### config.mk
export PLATFORM = sky130hd
export DESIGN_NAME = stopwatch_ctrl
export DESIGN_NICKNAME = d
export VERILOG_FILES = /design/src/rtl/stopwatch_pkg.sv /design/src/rtl/button_debounce.sv /design/src/rtl/stopwatch_ctrl.sv
export SDC_FILE = /design/constraint.sdc
export NUM_CORES = 1
export LEC_CHECK = 0
export BUFFER_PORTS_ARGS = -buffer_cell sky130_fd_sc_hd__buf_2
export CORE_UTILIZATION = 56
export CTS_BUF_LIST = sky130_fd_sc_hd__clkbuf_4 sky130_fd_sc_hd__clkbuf_8 sky130_fd_sc_hd__clkbuf_16
export CTS_CLUSTER_DIAMETER = 30
export CTS_CLUSTER_SIZE = 40
export DETAILED_ROUTE_END_ITERATION = 7
export PLACE_DENSITY = 0.86
export SLEW_MARGIN = 20
export SYNTH_ARGS = -nofsm -noshare
export SYNTH_HDL_FRONTEND = slang
export SYNTH_SLANG_ARGS = --single-unit
### constraint.sdc
create_clock -name i_clk -period 2.7 [get_ports i_clk]
set_input_delay 0.27 -clock i_clk [delete_from_list [all_inputs] [get_ports i_clk]]
set_output_delay 0.27 -clock i_clk [all_outputs]
set_load 0.005 [all_outputs]
### src/rtl/stopwatch_pkg.sv
// Shared state encoding and default parameters for the stopwatch control front-end.
package stopwatch_pkg;

  localparam int DEFAULT_DEBOUNCE  = 3;
  localparam int DEFAULT_LAP_DEPTH = 4;

  typedef enum logic [1:0] {
    ST_IDLE    = 2'd0,
    ST_RUNNING = 2'd1,
    ST_PAUSED  = 2'd2
  } state_t;

endpackage

### src/rtl/button_debounce.sv
// Single push-button debouncer: one o_press pulse per accepted press.
// A press is accepted after DEBOUNCE consecutive high samples. The debouncer
// then stays disarmed until DEBOUNCE consecutive low samples are seen.
module button_debounce #(
  parameter int DEBOUNCE = 3
) (
  input  logic i_clk,
  input  logic i_reset,
  input  logic i_btn,
  output logic o_press
);

  localparam int            CW   = $clog2(DEBOUNCE + 1);
  localparam logic [CW-1:0] LAST = CW'(DEBOUNCE - 1);

  logic          sample_q;
  logic          armed_q;
  logic [CW-1:0] cnt_q;

  // Register the raw button once, then count stable samples to press or re-arm.
  always_ff @(posedge i_clk) begin
    if (i_reset) begin
      sample_q <= 1'b0;
      armed_q  <= 1'b1;
      cnt_q    <= '0;
      o_press  <= 1'b0;
    end else begin
      sample_q <= i_btn;
      o_press  <= 1'b0;
      if (armed_q) begin
        if (!sample_q) begin
          cnt_q <= '0;
        end else if (cnt_q == LAST) begin
          o_press <= 1'b1;
          armed_q <= 1'b0;
          cnt_q   <= '0;
        end else begin
          cnt_q <= cnt_q + CW'(1);
        end
      end else begin
        if (sample_q) begin
          cnt_q <= '0;
        end else if (cnt_q == LAST) begin
          armed_q <= 1'b1;
          cnt_q   <= '0;
        end else begin
          cnt_q <= cnt_q + CW'(1);
        end
      end
    end
  end

endmodule

### src/rtl/stopwatch_ctrl.sv
// Stopwatch control: button debouncing, mode FSM, counter run/clear and lap FIFO.
// Lap handshake: a head entry transfers on any edge where o_lap_valid and
// i_lap_ready are both high; o_lap_data is stable while o_lap_valid waits for ready.
module stopwatch_ctrl
  import stopwatch_pkg::*;
#(
  parameter int DEBOUNCE  = DEFAULT_DEBOUNCE,
  parameter int WIDTH     = 32,
  parameter int LAP_DEPTH = DEFAULT_LAP_DEPTH
) (
  input  logic                           i_clk,
  input  logic                           i_reset,
  input  logic                           i_btn_startstop,
  input  logic                           i_btn_lap,
  input  logic                           i_btn_clear,
  input  logic [WIDTH-1:0]               i_count,
  output logic                           o_run,
  output logic                           o_clear,
  output logic [1:0]                     o_state,
  output logic                           o_lap_valid,
  output logic [WIDTH-1:0]               o_lap_data,
  input  logic                           i_lap_ready,
  output logic [$clog2(LAP_DEPTH+1)-1:0] o_lap_count,
  output logic                           o_lap_overflow
);

  localparam int CNT_W = $clog2(LAP_DEPTH + 1);
  localparam int PW    = $clog2(LAP_DEPTH);

  logic ss_press, lap_press, clear_press;

  button_debounce #(.DEBOUNCE(DEBOUNCE)) u_db_startstop (
    .i_clk(i_clk), .i_reset(i_reset), .i_btn(i_btn_startstop), .o_press(ss_press)
  );
  button_debounce #(.DEBOUNCE(DEBOUNCE)) u_db_lap (
    .i_clk(i_clk), .i_reset(i_reset), .i_btn(i_btn_lap), .o_press(lap_press)
  );
  button_debounce #(.DEBOUNCE(DEBOUNCE)) u_db_clear (
    .i_clk(i_clk), .i_reset(i_reset), .i_btn(i_btn_clear), .o_press(clear_press)
  );

  state_t state_q, state_d;
  logic   clear_act;
  logic   lap_push;

  // Mode transitions; clear wins over start/stop, lap only counts while running.
  always_comb begin
    state_d   = state_q;
    clear_act = 1'b0;
    lap_push  = 1'b0;
    case (state_q)
      ST_IDLE: begin
        if (clear_press)   clear_act = 1'b1;
        else if (ss_press) state_d   = ST_RUNNING;
      end
      ST_RUNNING: begin
        if (lap_press) lap_push = 1'b1;
        if (ss_press)  state_d  = ST_PAUSED;
      end
      ST_PAUSED: begin
        if (clear_press) begin
          clear_act = 1'b1;
          state_d   = ST_IDLE;
        end else if (ss_press) begin
          state_d = ST_RUNNING;
        end
      end
      default: state_d = ST_IDLE;
    endcase
  end

  // State register plus registered run-enable and clear pulse.
  always_ff @(posedge i_clk) begin
    if (i_reset) begin
      state_q <= ST_IDLE;
      o_run   <= 1'b0;
      o_clear <= 1'b0;
    end else begin
      state_q <= state_d;
      o_run   <= (state_d == ST_RUNNING);
      o_clear <= clear_act;
    end
  end

  assign o_state = state_q;

  logic [WIDTH-1:0] mem_q [LAP_DEPTH];
  logic [PW-1:0]    wr_q, rd_q;
  logic [CNT_W-1:0] count_q;
  logic             full, pop, push, drop;

  assign full = (count_q == CNT_W'(LAP_DEPTH));
  assign pop  = (count_q != '0) && i_lap_ready;
  assign push = lap_push && (!full || pop);
  assign drop = lap_push && full && !pop;

  // Lap storage; a push while full is only allowed alongside a pop.
  always_ff @(posedge i_clk) begin
    if (push && !clear_act) mem_q[wr_q] <= i_count;
  end

  // FIFO pointers, occupancy and sticky overflow; flush overrides push/pop.
  always_ff @(posedge i_clk) begin
    if (i_reset || clear_act) begin
      wr_q           <= '0;
      rd_q           <= '0;
      count_q        <= '0;
      o_lap_overflow <= 1'b0;
    end else begin
      if (push) wr_q <= wr_q + PW'(1);
      if (pop)  rd_q <= rd_q + PW'(1);
      case ({push, pop})
        2'b10:   count_q <= count_q + CNT_W'(1);
        2'b01:   count_q <= count_q - CNT_W'(1);
        default: count_q <= count_q;
      endcase
      if (drop) o_lap_overflow <= 1'b1;
    end
  end

  assign o_lap_valid = (count_q != '0);
  assign o_lap_data  = mem_q[rd_q];
  assign o_lap_count = count_q;

endmodule

==> impl_metrics.env <==
export IMPL_status="finished, final reports clean"
export IMPL_cts_tree="built"
export IMPL_slew_headroom_pct=43.81
export IMPL_start_util_pct=58.27
export IMPL_num_rows=36
export IMPL_drive_above_1_share_pct=36.64
export IMPL_core_sq_um=9864
export IMPL_hold_path_class="in -> reg"
export IMPL_worstPathArrival_ns=2.09
export IMPL_critical_path_required_ns=2.43
export IMPL_post_cts_buffers=0
export IMPL_grt_pass1_vias=3182
export IMPL_p_leak_nw=2.479
export IMPL_postSynth_asyncResetShare_pct=0
export IMPL_die_h_microns=103.3
export IMPL_track_usage_pct=21.69
export IMPL_clock_sinks=157
export IMPL_nFillCells=575
export IMPL_port_buffers=78
export IMPL_regToRegStartpoint="o_lap_count[0]$_SDFFE_PP0P_"
export IMPL_gp_congestion=0.7607
export IMPL_drc_errors=0
export IMPL_slowest_delay_ns=0.58
export IMPL_die_width_microns=103.3
export IMPL_wl_mm=10.67
export IMPL_worstPathCellList="buf_12 -> mux4_2 -> buf_2"
export IMPL_grt_max_degree=33
export IMPL_maxCapViolCount=0
export IMPL_tns_ns=0
export IMPL_power_density_nw_per_um2=737.2
export IMPL_grt_pass1_wl_mm=16.01
export IMPL_path_class="reg -> out"
export IMPL_crit_cells=3
export IMPL_critical_path_top_delay_family="flip-flops"
export IMPL_drt_iter0_markers=106
export IMPL_syn_nets=329
export IMPL_syn_inst=286
export IMPL_crit_fanout=22
export IMPL_synth_seq_area_share_pct=76.97
export IMPL_reg2reg_depth=6
export IMPL_worst_r2r_endpoint="o_lap_count[2]$_SDFFE_PP0P_"
export IMPL_n_antenna_cell=0
export IMPL_grt_overflow=0
export IMPL_synth_edff_count=128
export IMPL_slowest_stage="dfxtp_2"
export IMPL_yosysTopAreaCell="edfxtp_1"
export IMPL_synth_ff_latch_count=157
export IMPL_path_clk_slew_ns=0.07
export IMPL_hold_end="o_run$_SDFF_PP0_"
export IMPL_slew_viol_final=0
export IMPL_dieArea_sq_um=10670
export IMPL_synth_top_area_share_pct=66.87
export IMPL_synthFlopType="edfxtp_1"
export IMPL_setup_viol=0
export IMPL_first_pass_iters=4
export IMPL_io_pins=79
export IMPL_syn_area_sq_um=5748
export IMPL_end_kind="primary output"
export IMPL_detail_route_wl_per_cell_microns=19.19
export IMPL_htree_levels=4
export IMPL_hold_path_depth=2
export IMPL_finClkSkew_ns=0.009200
export IMPL_cp_num_buf_inv=2
export IMPL_syn_area_per_cell_sq_um=20.10
export IMPL_reg2reg_slack_ns=0.59
export IMPL_period_needed_ns=2.359
export IMPL_routed_via_density=5.504
export IMPL_synth_cell_types=37
export IMPL_antenna_found_initial=0
export IMPL_finalCritPeriodShare_pct=87.37
export IMPL_vdd_ir_drop_max_v=0.0006636
export IMPL_postRouteAntennaNets=0
export IMPL_post_dp_hpwl_mm=6.355
export IMPL_min_from="i_reset"
export IMPL_finalHoldViolCount=0
export IMPL_vias=3060
export IMPL_synth_area_top_cells="edfxtp_1 67%, mux4_2 13%, dfxtp_1 10%, nor2_1 1.1%, ha_1 0.87%"
export IMPL_worst_pin_slew_ns=0.8429
export IMPL_totalPowerFinal_mw=5.305
export IMPL_cts_root_buf="clkbuf_8"
export IMPL_clk_insertion_delay_late_ns=0.53
export IMPL_cts_buffers=17
export IMPL_start_kind="flop"
export IMPL_cts_buffer_depth=2
export IMPL_grt_setup_unrepaired="false"
export IMPL_final_nets=453
export IMPL_syn_to_final_growth_pct=25.21
export IMPL_max_freq_mhz=423.9
export IMPL_yosys_warnings=0
==> layer usage <==
metal | vias to the layer above | GRT usage [%] | part of all wire, %
met5 | - | 0 | 0
met4 | 0 | 11.27 | 2.6
met3 | 21 | 6.116 | 5.1
met2 | 103 | 38.56 | 54
met1 | 1542 | 23.80 | 38
li1 | 1394 | - | -
==> timing repair <==
action	in CTS	in global routing
hold endpoints to repair	131	0
hold buffers	35	0
gates resized for setup	0	0
==> registers in the layout (all words and copies together), names as in the netlist, named ones only <==
signal	cells
mem_q	128
u_db_clear.sample_q	1
u_db_startstop.cnt_q	2
o_state	2
u_db_startstop.o_press	1
u_db_lap.sample_q	1
u_db_clear.cnt_q	2
o_lap_overflow	1
rd_q	2
u_db_lap.cnt_q	2
u_db_startstop.sample_q	1
wr_q	2
u_db_lap.o_press	1
o_clear	1
o_run	1
u_db_clear.o_press	1
o_lap_count	3
==> worst max path at each step <==
stage / from / endpoint / slack (ns)
after global routing: flop / o_lap_data[2] / 0.20
after floorplan: o_lap_count[0]$_SDFFE_PP0P_ / mem_q[0][0]$_DFFE_PP_ / 0.70
after detailed placement: o_lap_count[0]$_SDFFE_PP0P_ / o_lap_count[2]$_SDFFE_PP0P_ / 0.62
final: flop / o_lap_data[24] / 0.34
after CTS: flop / o_lap_data[2] / 0.25
after global placement: o_lap_count[0]$_SDFFE_PP0P_ / mem_q[1][3]$_DFFE_PP_ / 0.72
==> placed cells by master, fill, tap and decap left out, drive strengths merged, types with 5 or more instances in the layout <==
cell type | netlist | final
dfxtp | 29 | 29
clkbuf | 4 | 17
mux4 | 32 | 32
buf | 5 | 79
a21oi | 7 | 7
edfxtp | 128 | 128
inv | 6 | 12
dlygate4sd3 | 0 | 35
nor2b | 5 | 5
nor2 | 17 | 17
and3 | 5 | 5
nand2 | 6 | 6
==> where the power goes <==
group          internal, mW  switching [mW]  leakage [nW]  total (mW)
registers              2.63          0.0430          1.39        2.68
logic                 0.261           0.177         0.835       0.437
clock network          1.23           0.958         0.258        2.19
==> stage by stage <==
| step | util [%] | std cells | setup slack, ns | hold WS, ns | area (sq um) |
|---|---|---|---|---|---|
| after global placement | 63.81 | 489 | 0.7232 | 0.3976 | 6295 |
| after global routing | 72.96 | 556 | 0.1976 | 0.09874 | 7197 |
| after detailed placement | 63.81 | 489 | 0.6172 | 0.4081 | 6295 |
| after floorplan | - | 286 | 0.7009 | 0.3416 | 5748 |
| after CTS | 72.96 | 556 | 0.2508 | 0.07411 | 7197 |
| final | 72.96 | 556 | 0.3409 | 0.09526 | 7197 |
==> layout make-up <==
type	count	area (sq um)	area share [%]
clock buffer	17	414.1	5.755
sequential	157	4427	61.51
clock inverter	15	137.6	1.912
tap	133	166.4	2.312
timing repair buffer	114	760.7	10.57
inverter	6	22.52	0.3129
multi-input combinational	114	1269	17.63
==> kinds of logic (layout without fill, tap and decap cells) <==
group | Yosys count | count (layout) | synth area share [%]
mux | 32 | 32 | 12.54
simple gates | 58 | 58 | 5.812
fa+ha+maj | 5 | 5 | 1.219
xor+xnor | 6 | 6 | 0.9142
buf+inv | 15 | 152 | 1.045
flops | 157 | 157 | 76.97
compound gates | 13 | 13 | 1.502
==> Yosys cell counts (4+ instances only) <==
master and n:
a21oi_1 6, and3_1 4, clkbuf_1 4, dfxtp_1 29, edfxtp_1 128, ha_1 4, inv_1 6, mux4_2 32
nand2_1 6, nor2_1 17, nor2b_1 5, nor3_1 4, xor2_1 4
Power figures use the tool's default switching activity.
